`config.mk`:
```
export PLATFORM = sky130hd
export DESIGN_NAME = sink_byte_serializer
export DESIGN_NICKNAME = d
export VERILOG_FILES = /design/src/rtl/sink_byte_serializer_pkg.sv /design/src/rtl/sink_byte_serializer.sv
export SDC_FILE = /design/constraint.sdc
export NUM_CORES = 1
export LEC_CHECK = 0
export ABC_CLOCK_PERIOD_IN_PS = 1280
export CORE_MARGIN = 10
export CORE_UTILIZATION = 40
export DETAILED_ROUTE_END_ITERATION = 6
export PLACE_DENSITY = 0.81
export SETUP_SLACK_MARGIN = 0.05
export SYNTH_ARGS = -nofsm -noshare
export SYNTH_HDL_FRONTEND = slang
export SYNTH_SLANG_ARGS = --single-unit
```
`constraint.sdc`:
```
create_clock -name clk -period 1.28 [get_ports clk]
set_clock_uncertainty 0.1 [all_clocks]
set_input_delay 0.128 -clock clk [delete_from_list [all_inputs] [get_ports clk]]
set_output_delay 0.128 -clock clk [all_outputs]
set_load 0.05 [all_outputs]
```
`src/rtl/sink_byte_serializer_pkg.sv`:
```
// Shared constants and types for the snk-word to byte-stream serializer.
package serializer_config;

    localparam int BYTE_WIDTH = 8;

    typedef enum logic {
        SER_IDLE,
        SER_SEND
    } ser_state_t;

    // Number of whole bytes needed to carry a w-bit word (rounded up).
    function automatic int num_bytes(input int w);
        return (w + BYTE_WIDTH - 1) / BYTE_WIDTH;
    endfunction

endpackage

```
`src/rtl/sink_byte_serializer.sv`:
```
// Splits each SNK_WIDTH-bit sink word into bytes, MSB first, with a
// zero-bubble handoff between words when the last byte is taken.
module sink_byte_serializer
    import serializer_config::*;
#(
    parameter int SNK_WIDTH = 12
) (
    input  logic                 clk,
    input  logic                 rst,
    input  logic                 snk_valid,
    output logic                 snk_ready,
    input  logic [SNK_WIDTH-1:0] snk,
    output logic                 byte_valid,
    input  logic                 byte_ready,
    output logic [7:0]           byte_data
);

    localparam int NUM_BYTES = num_bytes(SNK_WIDTH);
    localparam int SHIFT_W   = NUM_BYTES * BYTE_WIDTH;
    localparam int CNT_W     = $clog2(NUM_BYTES) + 1;
    localparam logic [CNT_W-1:0] LAST_IDX = CNT_W'(NUM_BYTES - 1);

    ser_state_t         state_q, state_d;
    logic [SHIFT_W-1:0] shift_q, shift_d;
    logic [CNT_W-1:0]   cnt_q, cnt_d;
    logic [SHIFT_W-1:0] snk_ext;
    logic               last_byte;
    logic               load;

    always_comb begin
        snk_ext                = '0;
        snk_ext[SNK_WIDTH-1:0] = snk;
    end

    assign last_byte = (state_q == SER_SEND) && (cnt_q == '0);
    // byte_ready -> snk_ready is the only combinational path through the block.
    assign snk_ready = (state_q == SER_IDLE) || (last_byte && byte_ready);
    assign load      = snk_valid && snk_ready;

    always_comb begin
        state_d = state_q;
        shift_d = shift_q;
        cnt_d   = cnt_q;
        case (state_q)
            SER_IDLE: begin
                if (load) begin
                    shift_d = snk_ext;
                    cnt_d   = LAST_IDX;
                    state_d = SER_SEND;
                end
            end
            SER_SEND: begin
                if (byte_ready) begin
                    if (cnt_q != '0) begin
                        shift_d = shift_q << BYTE_WIDTH;
                        cnt_d   = cnt_q - CNT_W'(1);
                    end else if (snk_valid) begin
                        shift_d = snk_ext;
                        cnt_d   = LAST_IDX;
                    end else begin
                        // Flush so byte_data reads zero while idle.
                        shift_d = shift_q << BYTE_WIDTH;
                        state_d = SER_IDLE;
                    end
                end
            end
            default: state_d = SER_IDLE;
        endcase
    end

    always_ff @(posedge clk) begin
        if (rst) begin
            state_q <= SER_IDLE;
            shift_q <= '0;
            cnt_q   <= '0;
        end else begin
            state_q <= state_d;
            shift_q <= shift_d;
            cnt_q   <= cnt_d;
        end
    end

    assign byte_valid = (state_q == SER_SEND);
    assign byte_data  = shift_q[SHIFT_W-1 -: BYTE_WIDTH];

endmodule

```
* Word-level counts from Yosys, hierarchy flattened *
Index checks and enable logic that the tools add are counted.
W data, S select, Z words.

operators by class
  mux-type cells = 15
  divide/modulo/power cells = 0
  $mul = 0
  shifts and indexed selects = 0
  $lt $le $gt $ge = 0
  add/sub/neg operators = 1
  eq/ne operators = 3
  reductions and logical operators = 8
  bitwise logic cells = 1

operators with widths
  operator               count
  $mux W16               4
  $pmux W16 S2           1
  $mux W2                4
  $mux W1                4
  $ne A2 B2 Y1 const B   2
  $pmux W2 S2            1
  $logic_and A1 B1 Y1    3
  $ne A3 B2 Y1 const B   1
  $reduce_and A3 Y1      1
  $logic_not A2 Y1       1
  $pmux W1 S2            1
  $reduce_and A2 Y1      1
  $reduce_bool A2 Y1     1
  $sub A2 B1 Y2 const B  1
  $logic_or A1 B1 Y1     1
  $not A1 Y1             1

word-level totals
  logic and storage cells = 31
  output and inout port bits = 10
  register bits after elaboration = 19
  memories kept = 0
  bits in read-only memories = 0
  bits in writable memories = 0
  bits in latches = 0

* Longest topological paths before layout *
Gate-level depths: netlist of the first run.

  depth after elaboration = 7
  gate-level depth with buffers = 4
  gate-level depth less buffers = 3

* Worst setup path before layout of the first run *
Ideal clock, no wire load.

  path type = flip-flop to flip-flop
  start point = register cnt_q[0]
  end point = register state_q (netlist: byte_valid)
  required time = 1.003 ns
  period minus slack after synthesis = 2.058 ns
  stages on the path, launching flop included = 4
  path buffers = 0
  arrival time = 1.781 ns
  slack = -0.778 ns
  cells stage by stage = dfxtp_1 -> nand2b_1 -> o21ai_0 -> a21oi_1

between the ends
  longest elaborated chain between the ends = 7
  elaborated cells on any way between the ends = 10

RTL lines
  what                      RTL line                    RTL
  start: declaration        sink_byte_serializer.sv:25  logic [CNT_W-1:0] cnt_q, cnt_d;
  start signal: assignment  sink_byte_serializer.sv:79  cnt_q <= cnt_d;
  $logic_not A2 Y1          sink_byte_serializer.sv:35  assign last_byte = (state_q == SER_SEND) && (cnt_q == '0);
  $logic_and A1 B1 Y1       sink_byte_serializer.sv:35
  $logic_and A1 B1 Y1       sink_byte_serializer.sv:37  assign snk_ready = (state_q == SER_IDLE) || (last_byte && byte_ready);
  $logic_or A1 B1 Y1        sink_byte_serializer.sv:37
  via snk_ready             sink_byte_serializer.sv:11  output logic snk_ready,
  $logic_and A1 B1 Y1       sink_byte_serializer.sv:38  assign load = snk_valid && snk_ready;
  $mux W1                   sink_byte_serializer.sv:46  if (load) begin
  $pmux W1 S2               sink_byte_serializer.sv:44  case (state_q)
  end signal: assignment    sink_byte_serializer.sv:77  state_q <= state_d;
  end: declaration          sink_byte_serializer.sv:23  ser_state_t state_q, state_d;

The timed path passes the listed nets, and every way through them passes these cells.
A chain may end at the register's enable or synchronous reset.

* Worst setup path after layout of the first run *
  start point = input byte_ready
  end point = output snk_ready

between the ends
  longest elaborated chain between the ends = 2

RTL lines
  what                 RTL line                    RTL
  start: declaration   sink_byte_serializer.sv:14  input logic byte_ready,
  $logic_and A1 B1 Y1  sink_byte_serializer.sv:37
  $logic_or A1 B1 Y1   sink_byte_serializer.sv:37
  end: declaration     sink_byte_serializer.sv:11

Every way passes these cells.

==> run_results.csv, run 1 <==
group,metric,value,unit
pwr,leakagePower,0.5196,nW
outcome,status,"complete, but fails checks",
hold_path,worstHoldPathCells,3,
yosys,syn-num-nets,117,
yosys,ys_seq_area_frac,0.4380,
sta,slew_violations,0,
sta,worst_pin_slew,0.3457,ns
worst_setup_path,endpoint_kind,"output port",
floorplan,rows,16,
clock_tree,cts_tree,"done",
pwr,ir_drop,0.6435,mV
global_route,grt_max_degree,15,
sta,hold_ws,0.2999,ns
detailed_routing,avgRoutedWirePerCell,16.51,um
final_layout,nets,150,
yosys,synth_cell_types,20,
worst_setup_path,start_kind,"input pin",
clock_tree,clock_latency,0.30,ns
yosys,yosys.area.top_type,"dfxtp_1",
clock_tree,clock_path_buffers,2,
sta,min_period,1.448,ns
placement,place_congestion,0.8003,
pwr,p_per_area,980.1,mW/mm^2
clock_tree,root_buffer,"clkbuf_4",
worst_setup_path,path_cells,"clkdlybuf4s50_1, nand2b_4, o21ai_4, buf_12",
worst_setup_path,arrival,1.22,ns
placement,place.port_buffers,25,
floorplan,initial_utilization,0.4295,
floorplan,core,0.002022,mm^2
placement,dp_cells,149,
yosys,ys_ff_latch,19,
floorplan,dieArea,0.004434,mm^2
final_layout,stdcell_count,160,
global_route,grt-ovfl-total,0,
clock_tree,cts.clk_slew.worst_paths,0.10,ns
yosys,syn_area_per_cell,8.597,um^2
final_layout,diodes,0,
sta,setup_violations,15,
detailed_routing,dr_total_vias,881,
detailed_routing,viasPerCell,5.506,
sta,fin_tns_setup,-1.061,ns
clock_tree,cts_sinks,19,
global_route,antenna_found_initial,0,
hold_path,holdCritPathClass,"in -> reg",
detailed_routing,drtIter0Drc,19,
global_route,grt_pass1_vias,925,
yosys,syn_area,868.3,um^2
global_route,grt_usage,0.1239,
sta,max_slew_margin,0.7688,
yosys,yosysTopAreaCellShare,0.4380,
detailed_routing,drt-total-wl,2642,um
sta,hold_viol,0,
sta,rsz0062_at_grt,"true",
worst_setup_path,max_stage_delay,0.67,ns
yosys,synth.area.top_cells,"dfxtp_1 44%, a21oi_1 9.8%, buf_4 7.8%, o211ai_1 6.9%, nand2_1 5.6%",
yosys,ys_warn_count,0,
worst_setup_path,critical_path_class,"in -> out",
outcome,violations,"negative setup slack",
floorplan,fp.dieW,66.59,um
final_layout,area_growth,61.82,%
sta,period_share,1.131,
clock_tree,hold_buffers,0,
floorplan,die_h,66.59,um
final_layout,final_cell_mix,"16 x a21oi_1, 16 x dfxtp_1, 15 x clkdlybuf4s50_1",
yosys,synth_cells,101,
sta,fmax,690.8,MHz
clock_tree,cts.htree.levels,1,
detailed_routing,post-route-drc-count,0,
worst_setup_path,reg2reg_slack,-0.13,ns
worst_setup_path,worst-path-max-fanout,5,
worst_setup_path,cp.required,1.05,ns
floorplan,io_pins,26,
detailed_routing,firstDrtPassIters,4,
job,drv_cap,0,
clock_tree,cts_buffers,3,
sta,worst_slack,-0.1676,ns
detailed_routing,final_antenna_net_count,0,
placement,hpwl,1871,um
final_layout,drive_gt1_frac,0.3233,
worst_setup_path,r2r_cells,6,
global_route,grt_pass1_wl,4305,um
worst_setup_path,critPathSlowestCell,"clkdlybuf4s50_1",
## registers in the layout, indices dropped and copies added (netlist names)
signal      flops
shift_q        16
cnt_q           2
byte_valid      1
## worst paths after layout
| check | start | to |
|---|---|---|
| setup reg to reg | cnt_q[0]$_SDFFE_PP0P_ | shift_q[7]$_SDFFE_PP0P_ |
| hold / removal | snk[10] | shift_q[10]$_SDFFE_PP0P_ |
| setup / recovery | byte_ready | snk_ready |
| hold reg to reg | shift_q[4]$_SDFFE_PP0P_ | shift_q[4]$_SDFFE_PP0P_ |
## kinds of logic (layout without fill, tap and decap cells)
group / after synthesis / after routing / synth area share
buffers and inverters: 18 / 50 / 0.1297
multiplexers: 2 / 2 / 0.02881
flip-flops: 19 / 19 / 0.4380
AO/OA/AOI/OAI: 41 / 41 / 0.2795
AND/OR/NAND/NOR: 21 / 21 / 0.1239
## what timing repair did
action                                  in CTS  in global routing
pin swaps                                    4                  7
buffers inserted                             5                  1
gates cloned                                 0                  1
endpoints found under the setup margin      18                 18
gates resized for setup                     11                  7
## through the flow
stage | util | worst slack, ns | cell area [um^2] | power (W)
6_report | 0.6949 | -0.1676 | 1405 | 0.001377
5_1_grt | 0.6949 | -0.2216 | 1405 | 0.001440
4_1_cts | 0.6826 | -0.1973 | 1380 | 0.001377
3_5_place_dp | 0.6250 | -0.3177 | 1264 | 0.001027
3_3_place_gp | 0.6250 | -0.3009 | 1264 | 0.001016
2_1_floorplan | - | -0.02378 | 908.4 | 0.0008671
## power breakdown
group / switching, W / internal [W]
Sequential: 0.0000302 / 0.000626
Clock: 0.000183 / 0.000122
Combinational: 0.000201 / 0.000216
## per-layer routing
metal	global-route usage	share of wire
met2	0.2026	0.51
met3	0.04849	0.078
met5	0	0
met4	0.08377	0.028
met1	0.1276	0.38
## critical path, delay by kind of cell
family | cells | cell delay [ns]
compound gates | 1 | 0.16
buf+inv | 2 | 0.82
simple gates | 1 | 0.10
## cells in the mapped netlist
library cell,n
dfxtp_1,19
a21oi_1,17
nand2_1,13
buf_4,9
o21ai_0,9
o211ai_1,8
a31oi_1,4
nand4_1,4
buf_2,3
inv_1,3
clkbuf_1,2
nand2b_1,2
a211oi_1,1
a311oi_1,1
buf_6,1
mux2_2,1
mux2i_2,1
nor3b_2,1
o2111a_1,1
or3b_1,1
## cell type report
class                      count  area, um^2
clock buffer                   4       26.28
timing repair buffer          42       513.0
multi-input combinational     64       422.9
fill                         160       616.8
timing repair inverter         1       7.507
inverter                       3       15.01
sequential                    19       386.6
tap                           27       33.78
(Power assumes the default switching activity.)
==> run 2: changes to the inputs <==
--- a/config.mk
+++ b/config.mk
@@ -6,7 +6,6 @@
 export NUM_CORES = 1
 export LEC_CHECK = 0
 export ABC_CLOCK_PERIOD_IN_PS = 1280
-export CORE_MARGIN = 10
 export CORE_UTILIZATION = 40
 export DETAILED_ROUTE_END_ITERATION = 6
 export PLACE_DENSITY = 0.81
==> run 2 against run 1 <==
  * The run still ends with negative setup slack left
  * Non-clock buffer count up 1
  * Core utilization grew 0.32 points
  * Critical path depth down 1
  * Combinational power hardly changed
  * Largest power group unchanged
  * Die area down 47%
  * Worst setup slack better by 0.0012 ns
==> run_results.csv, run 2 (synthesis results as in run 1) <==
group,metric,value,unit
placement,place.port_buffers,25,
final_layout,drive_gt1_frac,0.3158,
clock_tree,root_buffer,"clkbuf_4",
global_route,grt_pass1_vias,846,
clock_tree,cts_sinks,19,
detailed_routing,viasPerCell,5.613,
detailed_routing,drt-total-wl,2419,um
worst_setup_path,cp.required,1.37,ns
placement,place_area,0.001276,mm^2
sta,max_slew_margin,0.7174,
worst_setup_path,endpoint_kind,"flop",
global_route,antenna_found_initial,0,
worst_setup_path,r2r_start,"cnt_q[0]$_SDFFE_PP0P_",
worst_setup_path,r2r_cells,3,
detailed_routing,drtIter0Drc,40,
clock_tree,cts.htree.levels,1,
floorplan,fp.dieW,48.59,um
floorplan,initial_utilization,0.4338,
sta,slew_violations,0,
final_layout,top_register,"shift_q",
global_route,grt_pass1_wl,3870,um
sta,period_share,1.130,
sta,min_period,1.446,ns
hold_path,min_delay_worst_endpoint,"shift_q[0]$_SDFFE_PP0P_",
sta,fin_tns_setup,-1.256,ns
floorplan,dieArea,0.002361,mm^2
sta,rsz0062_at_grt,"true",
worst_setup_path,arrival,1.53,ns
final_layout,final_core_util,0.6981,
worst_setup_path,critical_path_class,"reg -> reg",
final_layout,stdcell_area,0.001398,mm^2
final_layout,largest_reg_flops,16,
hold_path,min_from,"snk[0]",
floorplan,die_h,48.59,um
placement,place_ws,-0.3295,ns
floorplan,io_pins,26,
outcome,status,"complete, but fails checks",
placement,hpwl,1582,um
job,drv_cap,0,
clock_tree,cts_buffers,3,
final_layout,area_growth,60.95,%
hold_path,holdCritPathClass,"in -> reg",
placement,place_congestion,0.7826,
pwr,p_per_area,987.7,mW/mm^2
pwr,ir_drop,0.7265,mV
final_layout,fillers,158,
worst_setup_path,reg2reg_to,"shift_q[10]$_SDFFE_PP0P_",
sta,worst_pin_slew,0.4234,ns
worst_setup_path,worst-path-max-fanout,8,
sta,fmax,691.4,MHz
detailed_routing,firstDrtPassIters,4,
sta,setup_violations,14,
hold_path,worstHoldPathCells,3,
pwr,leakagePower,0.5364,nW
global_route,grt-ovfl-total,0,
sta,hold_viol,0,
detailed_routing,avgRoutedWirePerCell,15.12,um
floorplan,rows,16,
clock_tree,clock_latency,0.29,ns
outcome,violations,"negative setup slack",
floorplan,core,0.002002,mm^2
clock_tree,cts_tree,"done",
final_layout,nets,150,
global_route,grt_max_degree,15,
detailed_routing,final_antenna_net_count,0,
worst_setup_path,reg2reg_slack,-0.17,ns
clock_tree,clock_path_buffers,2,
final_layout,diodes,0,
detailed_routing,dr_total_vias,898,
clock_tree,cts.clk_slew.worst_paths,0.11,ns
sta,worst_slack,-0.1663,ns
final_layout,final_cell_mix,"16 x a21oi_1, 16 x dfxtp_1, 14 x clkdlybuf4s50_1",
detailed_routing,post-route-drc-count,0,
worst_setup_path,start_kind,"flop",
global_route,grt_usage,0.2152,
run 2: worst max-delay path by stage:
| stage | from | endpoint | slack [ns] | depth (start not counted) |
|---|---|---|---|---|
| 5_1_grt | cnt_q[0]$_SDFFE_PP0P_ | snk_ready | -0.18 | 4 |
| 2_1_floorplan | byte_valid$_SDFF_PP0_ | shift_q[0]$_SDFFE_PP0P_ | -0.02 | 4 |
| 3_3_place_gp | snk_valid | shift_q[11]$_SDFFE_PP0P_ | -0.30 | 4 |
| 4_1_cts | cnt_q[0]$_SDFFE_PP0P_ | snk_ready | -0.17 | 4 |
| 6_report | cnt_q[0]$_SDFFE_PP0P_ | shift_q[10]$_SDFFE_PP0P_ | -0.17 | 3 |
| 3_5_place_dp | snk_valid | shift_q[10]$_SDFFE_PP0P_ | -0.33 | 4 |
run 2: area by class of cell:
type | instances | area, um^2 | area share
inverters | 3 | 11.26 | 0.008057
well taps | 27 | 33.78 | 0.02417
clock inverters | 1 | 5.005 | 0.003581
repair buffers | 43 | 515.5 | 0.3688
flip-flops and latches | 19 | 386.6 | 0.2766
multi-input cells | 64 | 422.9 | 0.3026
clock buffers | 3 | 22.52 | 0.01611
run 2: worst max-delay path: stages, from the launching register on:
cell	delay [ns]
dfxtp_2	0.34
or3b_1	0.52
a31oi_1	0.29
a21oi_2	0.10
run 2: power breakdown:
| group | internal (W) | switching, W | leakage, nW | total, W |
|---|---|---|---|---|
| logic | 0.000215 | 0.000203 | 0.361 | 0.000418 |
| clock network | 0.000116 | 0.000189 | 0.0177 | 0.000306 |
| registers | 0.000626 | 0.0000312 | 0.157 | 0.000657 |
run 2: metrics by stage:
stage / std cells / total power [W] / hold WS, ns
after floorplan: 101 / 0.0008671 / 0.09270
after global placement: 149 / 0.001021 / 0.3448
after detailed placement: 149 / 0.001031 / 0.3481
after CTS: 158 / 0.001361 / 0.2993
after global routing: 160 / 0.001438 / 0.2986
final: 160 / 0.001380 / 0.3016
run 2: layer usage:
layer  track usage  up-vias  share of wire
met2        0.3850       53           0.53
met1        0.2427      413           0.38
met5             0        -              0
met3       0.02516       10          0.062
li1              -      422              -
met4        0.1324        0          0.032
run 2: repair_timing:
item,CTS,global route
endpoints found under the setup margin,18,19
pin swaps,3,3
setup buffers,4,2
resized for setup,11,4
gates cloned,1,0
hold buffers,0,0
==> run 3: changes to the inputs <==
--- a/config.mk
+++ b/config.mk
@@ -8,7 +8,8 @@
 export ABC_CLOCK_PERIOD_IN_PS = 1280
 export CORE_UTILIZATION = 40
 export DETAILED_ROUTE_END_ITERATION = 6
-export PLACE_DENSITY = 0.81
+export HOLD_SLACK_MARGIN = 0.02
+export PLACE_DENSITY = 0.8
 export SETUP_SLACK_MARGIN = 0.05
 export SYNTH_ARGS = -nofsm -noshare
 export SYNTH_HDL_FRONTEND = slang
==> run 3 against run 2 <==
  * The run still ends with negative setup slack left
  * Clock power up 5%
  * Worst setup slack worse by 0.013 ns
  * Via count up 2.0%
  * Sequential share of layout area down 1.6 points
  * Sequential power about the same
  * Die area unchanged
  * Register-to-register slack about the same
  * Worst hold slack worse by 0.017 ns
==> run_results.csv, run 3 (synthesis results as in run 1) <==
group,metric,value,unit
floorplan,initial_utilization,0.4338,
sta,hold_viol,0,
pwr,power,0.001440,W
clock_tree,clock_path_buffers,2,
worst_setup_path,cp.required,1.37,ns
detailed_routing,avgRoutedWirePerCell,16.86,um
worst_setup_path,r2r_start,"byte_valid$_SDFF_PP0_",
sta,worst_pin_slew,0.4171,ns
hold_path,min_from,"snk[4]",
final_layout,multiInputGateArea,485.5,um^2
final_layout,nets,151,
clock_tree,clock_latency,0.31,ns
placement,hpwl,1575,um
clock_tree,root_buffer,"clkbuf_4",
floorplan,rows,16,
global_route,grt_pass1_wl,3877,um
detailed_routing,final_antenna_net_count,0,
global_route,grt-ovfl-total,0,
clock_tree,cts_buffers,3,
floorplan,io_pins,26,
final_layout,area_growth,71.04,%
outcome,status,"complete, but fails checks",
final_layout,final_cell_mix,"16 x dfxtp_1, 15 x clkdlybuf4s50_1, 12 x a21oi_1, 12 x buf_12, 12 x buf_4",
final_layout,largest_reg_flops,16,
final_layout,final_common_cell,"dfxtp_1",
job,drv_cap,0,
final_layout,top_register,"shift_q",
sta,setup_violations,14,
pwr,ir_drop,0.6233,mV
floorplan,dieArea,0.002361,mm^2
final_layout,diodes,0,
detailed_routing,dr_total_vias,916,
hold_path,holdCritPathClass,"in -> reg",
sta,max_slew_margin,0.7190,
detailed_routing,post-route-drc-count,0,
sta,worst_slack,-0.1794,ns
detailed_routing,drtIter0Drc,16,
sta,period_share,1.140,
worst_setup_path,critical_path_class,"in -> reg",
clock_tree,cts_tree,"done",
worst_setup_path,crit_path_start,"byte_ready",
clock_tree,cts.htree.levels,1,
global_route,grt_max_degree,15,
global_route,grt_usage,0.2170,
pwr,p_per_area,969.3,mW/mm^2
sta,hold_ws,0.2849,ns
worst_setup_path,start_kind,"input pin",
final_layout,fillers,138,
global_route,antenna_found_initial,0,
final_layout,drive_gt1_frac,0.4030,
sta,rsz0062_at_grt,"true",
placement,place_congestion,0.8051,
final_layout,seq_area,386.6,um^2
clock_tree,cts_sinks,19,
placement,place.port_buffers,25,
pwr,leakagePower,0.5576,nW
clock_tree,cts.clk_slew.worst_paths,0.13,ns
floorplan,die_h,48.59,um
outcome,violations,"negative setup slack",
detailed_routing,firstDrtPassIters,4,
floorplan,core,0.002002,mm^2
sta,slew_violations,0,
detailed_routing,viasPerCell,5.689,
sta,fmax,685.2,MHz
detailed_routing,drt-total-wl,2714,um
worst_setup_path,worst-path-max-fanout,12,
global_route,grt_pass1_vias,858,
floorplan,fp.dieW,48.59,um
worst_setup_path,endpoint_kind,"flop",
clock_tree,hold_buffers,0,
sta,min_period,1.459,ns
worst_setup_path,arrival,1.55,ns
==> run 3: cell types whose count changed in the layout (fill, tap and decap cells not counted), sizes merged <==
cell           delta
inv               -1
clkinvlp          +1
dlymetal6s2s      -1
buf               +1
clkdlybuf4s50     +1
==> run 3: repair_timing <==
item | CTS | global route
cloned | 1 | 0
endpoints found under the setup margin | 17 | 19
resized for setup | 14 | 15
pin swaps | 13 | 10
setup buffers | 5 | 2
==> run 3: power breakdown <==
group | total [W] | switching [W] | internal, W
combinational | 0.000460 | 0.000225 | 0.000235
sequential | 0.000660 | 0.0000339 | 0.000626
clock | 0.000320 | 0.000203 | 0.000117
total | 0.00144 | 0.000462 | 0.000977
==> run 3: through the flow <==
step / setup TNS (ns) / instance area [um^2] / util / setup slack [ns] / cells
4_1_cts: -0.9115 / 1384 / 0.6913 / -0.1765 / 159
2_1_floorplan: -0.2291 / 908.4 / - / -0.02378 / 101
3_3_place_gp: -4.128 / 1264 / 0.6313 / -0.2976 / 149
3_5_place_dp: -4.652 / 1264 / 0.6313 / -0.3423 / 149
5_1_grt: -1.951 / 1485 / 0.7419 / -0.1943 / 161
6_report: -1.206 / 1485 / 0.7419 / -0.1794 / 161
==> run 3: cell type report <==
type	count	area share
repair buffers	44	0.3614
clock buffers	3	0.01516
multi-input cells	64	0.3269
clock inverters	1	0.003370
flip-flops and latches	19	0.2603
inverters	3	0.01011
well taps	27	0.02275
==> run 3: critical path: stages <==
cell             delay, ns
clkdlybuf4s50_1       0.56
mux2_4                0.40
o21ai_0               0.38
a21oi_2               0.08
==> run 3: final timing paths <==
kind / slack [ns] / cells after the start / to
setup / recovery: -0.18 / 4 / shift_q[9]$_SDFFE_PP0P_
hold / removal: 0.28 / 3 / shift_q[4]$_SDFFE_PP0P_
setup reg to reg: -0.17 / 3 / shift_q[9]$_SDFFE_PP0P_
hold reg to reg: 0.38 / 2 / shift_q[4]$_SDFFE_PP0P_
==> run 3: metal layers <==
layer	routed length [um]	global-route usage	vias up
li1	-	-	425
met1	1051	0.2500	442
met2	1385	0.3850	35
met3	119	0.04403	14
met4	157	0.09804	0
met5	0	0	-
